File: config.mk
export PLATFORM = sky130hd
export DESIGN_NAME = register_file_init_sequencer
export DESIGN_NICKNAME = d
export VERILOG_FILES = /design/src/rtl/register_file_init_sequencer_pkg.sv /design/src/rtl/register_file_init_sequencer_lane.sv /design/src/rtl/register_file_init_sequencer.sv
export SDC_FILE = /design/constraint.sdc
export NUM_CORES = 1
export LEC_CHECK = 0
export BUFFER_PORTS_ARGS = -buffer_cell sky130_fd_sc_hd__buf_2
export CAP_MARGIN = 10
export CELL_PAD_IN_SITES_DETAIL_PLACEMENT = 1
export CELL_PAD_IN_SITES_GLOBAL_PLACEMENT = 2
export CORE_ASPECT_RATIO = 1.25
export CORE_UTILIZATION = 12
export DETAILED_ROUTE_END_ITERATION = 12
export PLACE_DENSITY_LB_ADDON = 0.1
export SETUP_SLACK_MARGIN = 0.5
export SLEW_MARGIN = 20
export SYNTH_ARGS = -nofsm -noshare
export SYNTH_HDL_FRONTEND = slang
export SYNTH_SLANG_ARGS = --single-unit
File: constraint.sdc
create_clock -name clk -period 3.7 [get_ports clk]
set_input_delay 0.37 -clock clk [delete_from_list [all_inputs] [get_ports clk]]
set_output_delay 0.37 -clock clk [all_outputs]
set_load 0.03 [all_outputs]
File: src/rtl/register_file_init_sequencer_pkg.sv
// Shared types for the register file init sequencer: FSM state encoding and sweep counter type.
package register_file_init_sequencer_pkg;

  typedef enum logic [1:0] {
    IDLE = 2'd0,
    INIT = 2'd1,
    DONE = 2'd2
  } init_state_t;

  localparam int DEFAULT_PREG_NUM      = 64;
  localparam int DEFAULT_REG_NUM_WIDTH = $clog2(DEFAULT_PREG_NUM);

  // One bit wider than a register index so counter + lane count never wraps.
  typedef logic [DEFAULT_REG_NUM_WIDTH:0] init_count_t;

  function automatic int unsigned sweep_cycles(input int unsigned preg_num, input int unsigned ports);
    return (preg_num + ports - 1) / ports;
  endfunction

endpackage

File: src/rtl/register_file_init_sequencer_lane.sv
// One write lane: emits an init write while the sweep runs, otherwise passes the pipeline write through.
// RSD_REGFILE_INIT_PATTERN_EN: init data is the register index instead of zero.
module register_file_init_lane #(
  parameter int PREG_NUM      = 64,
  parameter int LANE          = 0,
  parameter int DATA_WIDTH    = 32,
  parameter int REG_NUM_WIDTH = $clog2(PREG_NUM)
) (
  input  logic                     busy,
  input  logic [REG_NUM_WIDTH:0]   counter,
  input  logic                     pipe_we,
  input  logic [REG_NUM_WIDTH-1:0] pipe_num,
  input  logic [DATA_WIDTH-1:0]    pipe_data,
  output logic                     dst_we,
  output logic [REG_NUM_WIDTH-1:0] dst_num,
  output logic [DATA_WIDTH-1:0]    dst_data
);

  logic [REG_NUM_WIDTH:0]  index;
  logic                    in_range;
  logic [DATA_WIDTH-1:0]   init_data;

  assign index    = counter + (REG_NUM_WIDTH+1)'(LANE);
  assign in_range = index < (REG_NUM_WIDTH+1)'(PREG_NUM);

`ifdef RSD_REGFILE_INIT_PATTERN_EN
  assign init_data = DATA_WIDTH'(index[REG_NUM_WIDTH-1:0]);
`else
  assign init_data = '0;
`endif

  always_comb begin
    if (busy) begin
      dst_we   = in_range;
      dst_num  = index[REG_NUM_WIDTH-1:0];
      dst_data = init_data;
    end else begin
      dst_we   = pipe_we;
      dst_num  = pipe_num;
      dst_data = pipe_data;
    end
  end

endmodule

File: src/rtl/register_file_init_sequencer.sv
// Sweeps every physical register with init writes after a rstStart pulse, stalling the pipeline meanwhile.
// RSD_REGFILE_INIT_PATTERN_EN (in the lane) selects index-valued init data instead of zero.
module register_file_init_sequencer
  import register_file_init_sequencer_pkg::*;
#(
  parameter int PREG_NUM      = 64,
  parameter int WRITE_PORTS   = 2,
  parameter int DATA_WIDTH    = 32,
  parameter int REG_NUM_WIDTH = $clog2(PREG_NUM)
) (
  input  logic                                 clk,
  input  logic                                 rst,
  input  logic                                 rstStart,
  input  logic [WRITE_PORTS-1:0]               pipeWE,
  input  logic [WRITE_PORTS*REG_NUM_WIDTH-1:0] pipeRegNum,
  input  logic [WRITE_PORTS*DATA_WIDTH-1:0]    pipeRegData,
  output logic [WRITE_PORTS-1:0]               dstRegWE,
  output logic [WRITE_PORTS*REG_NUM_WIDTH-1:0] dstRegNum,
  output logic [WRITE_PORTS*DATA_WIDTH-1:0]    dstRegData,
  output logic                                 busy,
  output logic                                 done
);

  localparam logic [REG_NUM_WIDTH:0] STEP  = (REG_NUM_WIDTH+1)'(WRITE_PORTS);
  localparam logic [REG_NUM_WIDTH:0] LIMIT = (REG_NUM_WIDTH+1)'(PREG_NUM);

  init_state_t            state_reg, state_next;
  logic [REG_NUM_WIDTH:0] counter_reg, counter_next;

  always_ff @(posedge clk or posedge rst) begin
    if (rst) begin
      state_reg   <= IDLE;
      counter_reg <= '0;
    end else begin
      state_reg   <= state_next;
      counter_reg <= counter_next;
    end
  end

  // A start pulse mid-sweep rewinds to index 0 so no register is left stale.
  always_comb begin
    state_next   = state_reg;
    counter_next = counter_reg;
    case (state_reg)
      IDLE, DONE: begin
        if (rstStart) begin
          state_next   = INIT;
          counter_next = '0;
        end
      end
      INIT: begin
        if (rstStart) begin
          counter_next = '0;
        end else begin
          counter_next = counter_reg + STEP;
          if (counter_reg + STEP >= LIMIT) begin
            state_next = DONE;
          end
        end
      end
      default: begin
        state_next   = IDLE;
        counter_next = '0;
      end
    endcase
  end

  always_comb begin
    busy = (state_reg == INIT);
    done = (state_reg == DONE);
  end

  generate
    for (genvar gi = 0; gi < WRITE_PORTS; gi++) begin : g_lane
      register_file_init_lane #(
        .PREG_NUM      (PREG_NUM),
        .LANE          (gi),
        .DATA_WIDTH    (DATA_WIDTH),
        .REG_NUM_WIDTH (REG_NUM_WIDTH)
      ) u_lane (
        .busy      (busy),
        .counter   (counter_reg),
        .pipe_we   (pipeWE[gi]),
        .pipe_num  (pipeRegNum[gi*REG_NUM_WIDTH +: REG_NUM_WIDTH]),
        .pipe_data (pipeRegData[gi*DATA_WIDTH +: DATA_WIDTH]),
        .dst_we    (dstRegWE[gi]),
        .dst_num   (dstRegNum[gi*REG_NUM_WIDTH +: REG_NUM_WIDTH]),
        .dst_data  (dstRegData[gi*DATA_WIDTH +: DATA_WIDTH])
      );
    end
  endgenerate

endmodule
### Yosys cells after proc, flatten, opt, wreduce, memory -nomap -nowiden

Cells that the tools add are included.

| storage, ports and cells | value |
|---|---|
| register bits after elaboration | 9 |
| input port bits | 81 |
| output and inout port bits | 80 |
| logic and storage cells | 28 |

| operators by class | value |
|---|---|
| add/subtract/negate cells | 2 |
| order comparisons | 3 |
| equal/unequal tests | 5 |
| multiplexer cells | 13 |
| reduce and logical (&&, ||, !) cells | 3 |

Operator list:

| operator | number |
|---|---|
| $mux W32 | 2 |
| $lt A7 B7 Y1 const B | 2 |
| $mux W7 | 2 |
| $pmux W7 S2 | 1 |
| $mux W6 | 2 |
| $add A7 B1 Y7 const B | 1 |
| $add A7 B2 Y7 const B | 1 |
| $ge A7 B7 Y1 const B | 1 |
| $mux W2 | 3 |
| $ne A2 B2 Y1 const B | 2 |
| $pmux W2 S2 | 1 |
| $reduce_and A3 Y1 | 1 |
| $eq A2 B1 Y1 const B | 1 |
| $eq A2 B2 Y1 const B | 1 |
| $logic_not A2 Y1 | 1 |
| $mux W1 | 2 |
| $ne A2 B1 Y1 const B | 1 |
| $reduce_or A2 Y1 | 1 |

### Logic depth before layout (Yosys ltp)

| logic depth | value |
|---|---|
| depth after elaboration | 5 |
| depth in mapped cells | 6 |
| gate-level depth less buffers | 4 |

### Cells and area by module

From an unflattened synthesis, not the netlist that was laid out.

| unflattened totals | value |
|---|---|
| cells, all modules | 159 |
| area total of the unflattened synthesis | 1186.1 sq um |

By module, submodules not included:

| module | instances | cells each | area an instance (sq um) | seq. area each (sq um) |
|---|---|---|---|---|
| register_file_init_sequencer | 1 | 52 | 464.2 | 200.2 |
| register_file_init_lane at g_lane[1].u_lane | 1 | 63 | 385.4 | 0.0 |
| register_file_init_lane at g_lane[0].u_lane | 1 | 44 | 336.6 | 0.0 |

### Worst setup path after synthesis

Ideal clock, no wire load.

| timing | value |
|---|---|
| path kind | register to output |
| start | register state_reg[1] |
| end | output port dstRegNum[10] |
| arrival | 1363 ps |
| data required time | 3330 ps |
| slack | 1967 ps |
| cell stages (with the launch flop) | 6 |
| path buffers | 1 |
| cells stage by stage | dfrtp_1 > nand2b_1 > buf_2 > inv_1 > nand2_1 > nand2_1 |

| between the ends | value |
|---|---|
| word-level cells in the longest chain between the ends | 2 |

RTL lines:

| item | line | text |
|---|---|---|
| start: declaration | register_file_init_sequencer.sv:27 | `init_state_t state_reg, state_next;` |
| start signal: assignment | register_file_init_sequencer.sv:35 | `state_reg <= state_next;` |
| $eq A2 B1 Y1 | register_file_init_sequencer.sv:69 | `busy = (state_reg == INIT);` |
| net busy | register_file_init_sequencer.sv:20 | `output logic busy,` |
| $mux W6 | register_file_init_sequencer_lane.sv:33 | `if (busy) begin` |
| end: declaration | register_file_init_sequencer.sv:18 | `output logic [WRITE_PORTS*REG_NUM_WIDTH-1:0] dstRegNum,` |

The timed path passes the listed nets, and every way through them passes these cells.

### Final worst setup path

| timing | value |
|---|---|
| start | register state_reg[0] |
| end | output port dstRegNum[8] |

| between the ends | value |
|---|---|
| word-level cells in the longest chain between the ends | 2 |

RTL lines:

| item | line |
|---|---|
| $eq A2 B1 Y1 | register_file_init_sequencer.sv:69 |
| $mux W6 | register_file_init_sequencer_lane.sv:33 |

Every way passes these cells.

==> flow_metrics.env <==
export IMPL_outcome="finished clean"
export IMPL_timing_critical_path_arrival_ns=2.14
export IMPL_finalNetCount=393
export IMPL_comb_power_share_pct=26.6
export IMPL_num_vias=1620
export IMPL_switchingPower_w=0.0000693
export IMPL_drtIter0Drc=36
export IMPL_cts_resized=0
export IMPL_p_int_w=0.000201
export IMPL_yosys_cell_types_count=29
export IMPL_cts_clk_slew_worst_paths_ns=0.04
export IMPL_grt_max_degree=55
export IMPL_ctsHoldBuffers=0
export IMPL_detail_route_wl_per_cell_microns=11.6
export IMPL_final_hold_viol_count=0
export IMPL_cts_tree="built"
export IMPL_seq_area_frac_synth_pct=18.9
export IMPL_syn_inst=158
export IMPL_worst_r2r_path_depth=4
export IMPL_drt_total_wl_mm=4.98
export IMPL_share_seq_of_total_power_pct=35.5
export IMPL_first_global_vias=1483
export IMPL_grt_first_pass_wirelength_mm=7.19
export IMPL_synth_ff_latch_count=8
export IMPL_dieArea_sq_um=9220
export IMPL_core_rowCount=38
export IMPL_areaGrowthSynthToFinish_pct=88.9
export IMPL_cts_made_buffers=3
export IMPL_num_io_pins=161
export IMPL_grt_setup_unrepaired="false"
export IMPL_global_route_overflow_total=0
export IMPL_routabilityCongestion=0.735
export IMPL_cts_htree_levels=1
export IMPL_period_minus_slack_ns=2.51
export IMPL_grt_total_usage_pct=9.87
export IMPL_firstDrtPassIters=4
export IMPL_max_capacitance_violation_count=0
export IMPL_synthesized_netlist_net_count=240
export IMPL_worst_slew_margin_rel_pct=46.0
export IMPL_maximum_clock_rate_mhz=398
export IMPL_dominantRegCellSynth="dfrtp_1"
export IMPL_kind_of_critical_path="register to primary output"
export IMPL_cts_repair_timing_setup_buffer_count=0
export IMPL_synth_top_area_share_pct=38.3
export IMPL_synthesized_cell_area_sq_um=1060
export IMPL_class_of_the_most_critical_hold_timing_path="input port to asynchronous set/reset pin"
export IMPL_n_antenna_cell=0
export IMPL_core_area_sq_um=8650
export IMPL_clockBufferDepth=2
export IMPL_synth_async_sr_flop_share_pct=100
export IMPL_clk_root_buffer_cell="clkbuf_8"
export IMPL_insertion_delay_ns=0.23
export IMPL_nFillCells=1137
export IMPL_finalSetupTns_ns=0
export IMPL_yosysMostFrequentCell="and2_1"
export IMPL_synth_enable_flop_cells=0
export IMPL_finish_utilization_pct=23.2
export IMPL_portBuffers=160
export IMPL_cts_sink_count=8
export IMPL_required_time_of_the_worst_setup_path_ns=3.33
export IMPL_yosysWarningCount=0
export IMPL_worstMarginPinSlew_ns=0.810
export IMPL_worstPathMaxFanout=54
export IMPL_post_route_period_util_pct=67.8
export IMPL_synth_cells_most_frequent="65 x and2_1, 28 x nand2_1, 9 x clkbuf_1, 8 x dfrtp_1, 7 x nand2b_1"
export IMPL_initial_core_util_pct=12.3
export IMPL_floorplan_die_height_microns=107
export IMPL_largest_reg_flops=6
export IMPL_number_of_antenna_violations_at_the_first_check_in_global_routing=0
export IMPL_sw_frac_of_total_pct=25.6
export IMPL_post_drt_via_cell_ratio=3.78
export IMPL_fin_worst_skew_ns=0.00162
export IMPL_post_synth_main_area_contributors="and2_1 38%, dfrtp_1 19%, nand2_1 9.9%, nand2b_1 4.1%, clkbuf_1 3.2%"
export IMPL_die_w_microns=86.1
export IMPL_cp_start_kind="register"
export IMPL_postRouteAntennaNets=0
export IMPL_p_leak_nw=1.25
export IMPL_post_layout_nonfiller_instances=429
export IMPL_syn_avg_cell_area_sq_um=6.72
export IMPL_timing_final_max_slew_violations=0
export IMPL_vdd_drop_max_uv=75.7
export IMPL_setup_worst_path_end_class="primary output"
export IMPL_hpwl_mm=4.25
export IMPL_dp_cells=426
export IMPL_post_route_drc_count=0
export IMPL_setup_viol_count_final=0
export IMPL_p_clk_share_pct=37.9
export IMPL_multi_input_comb_area_sq_um=790
export IMPL_design_power_total_w=0.000270
export IMPL_seq_area_sq_um=200
export IMPL_power_density_nw_per_um2=135
export IMPL_yosysTopAreaCell="and2_1"
export IMPL_layout_drive_gt1_share_pct=55.0
## per-layer routing
metal	GRT usage, %	share of wire, %	up-vias	routed length (microns)
met1	10.2	36	733	1790
met2	19.4	55	88	2730
met3	2.16	9.2	0	459
met5	0	0	-	0
li1	-	-	799	-
met4	2.86	0	0	0
## layout make-up
cell class,instances,share of cell area [%]
well taps,120,7.49
inverters,4,0.749
repair buffers,161,40.3
multi-input cells,133,39.4
flip-flops and latches,8,9.99
clock buffers,3,2.06
## cell usage in the layout, fill, tap and decap left out, types with 2 or more instances in the layout
cell type and count:
mux2i_1 2, nand2b_1 6, o32ai_1 2, a21oi_1 2, nand2_1 28, and2_1 65, a31oi_1 2, inv_1 3
clkbuf_8 3, nor2b_1 4, nor2_1 4, dfrtp_1 8, buf_2 160, o21ai_0 4
## power by group through the flow
| stage | Combinational [W] | Clock [W] | Sequential (W) |
|---|---|---|---|
| 2_1_floorplan | 0.0000264 | 0 | 0.0000949 |
| 3_3_place_gp | 0.0000729 | 0 | 0.0000969 |
| 3_5_place_dp | 0.0000729 | 0 | 0.0000971 |
| 4_1_cts | 0.0000731 | 0.000106 | 0.0000959 |
| 5_1_grt | 0.0000796 | 0.000116 | 0.0000963 |
| 6_report | 0.0000719 | 0.000103 | 0.0000958 |
## critical path: stages, from the launching register on
cell and delay [ns]:
dfrtp_1 0.57, nand2b_2 0.54, inv_1 0.40, nand2_1 0.13
nand2_1 0.08, buf_2 0.20
## path summary, 6_finish.rpt
kind                                   start             end  slack (ns)
max in group asynchronous                rst  counter_reg[1]        3.36
worst min-delay path                     rst    state_reg[0]        0.09
min in group clk                    rstStart  counter_reg[3]        0.46
worst max-delay path            state_reg[0]    dstRegNum[8]        1.19
worst min register to register  state_reg[1]  counter_reg[3]        0.62
worst max register to register  state_reg[0]    state_reg[1]        1.44
## cells by family after synthesis
family | Yosys count | synth area share (%)
DFF | 8 | 18.9
buffers and inverters | 17 | 6.96
and+or+nand+nor | 116 | 62.1
AOI/OAI and AO/OA | 13 | 7.90
adders and majority gates | 1 | 1.18
muxes | 3 | 2.95
## per-stage QoR
step,worst slack [ns],cell area [sq um],hold WS (ns)
3_5_place_dp,1.35,1960,0.350
3_3_place_gp,1.37,1960,0.343
5_1_grt,0.937,2000,0.129
4_1_cts,1.10,2000,0.105
6_report,1.19,2000,0.0950
2_1_floorplan,1.97,1060,0.186
Power figures use the tool's default switching activity.
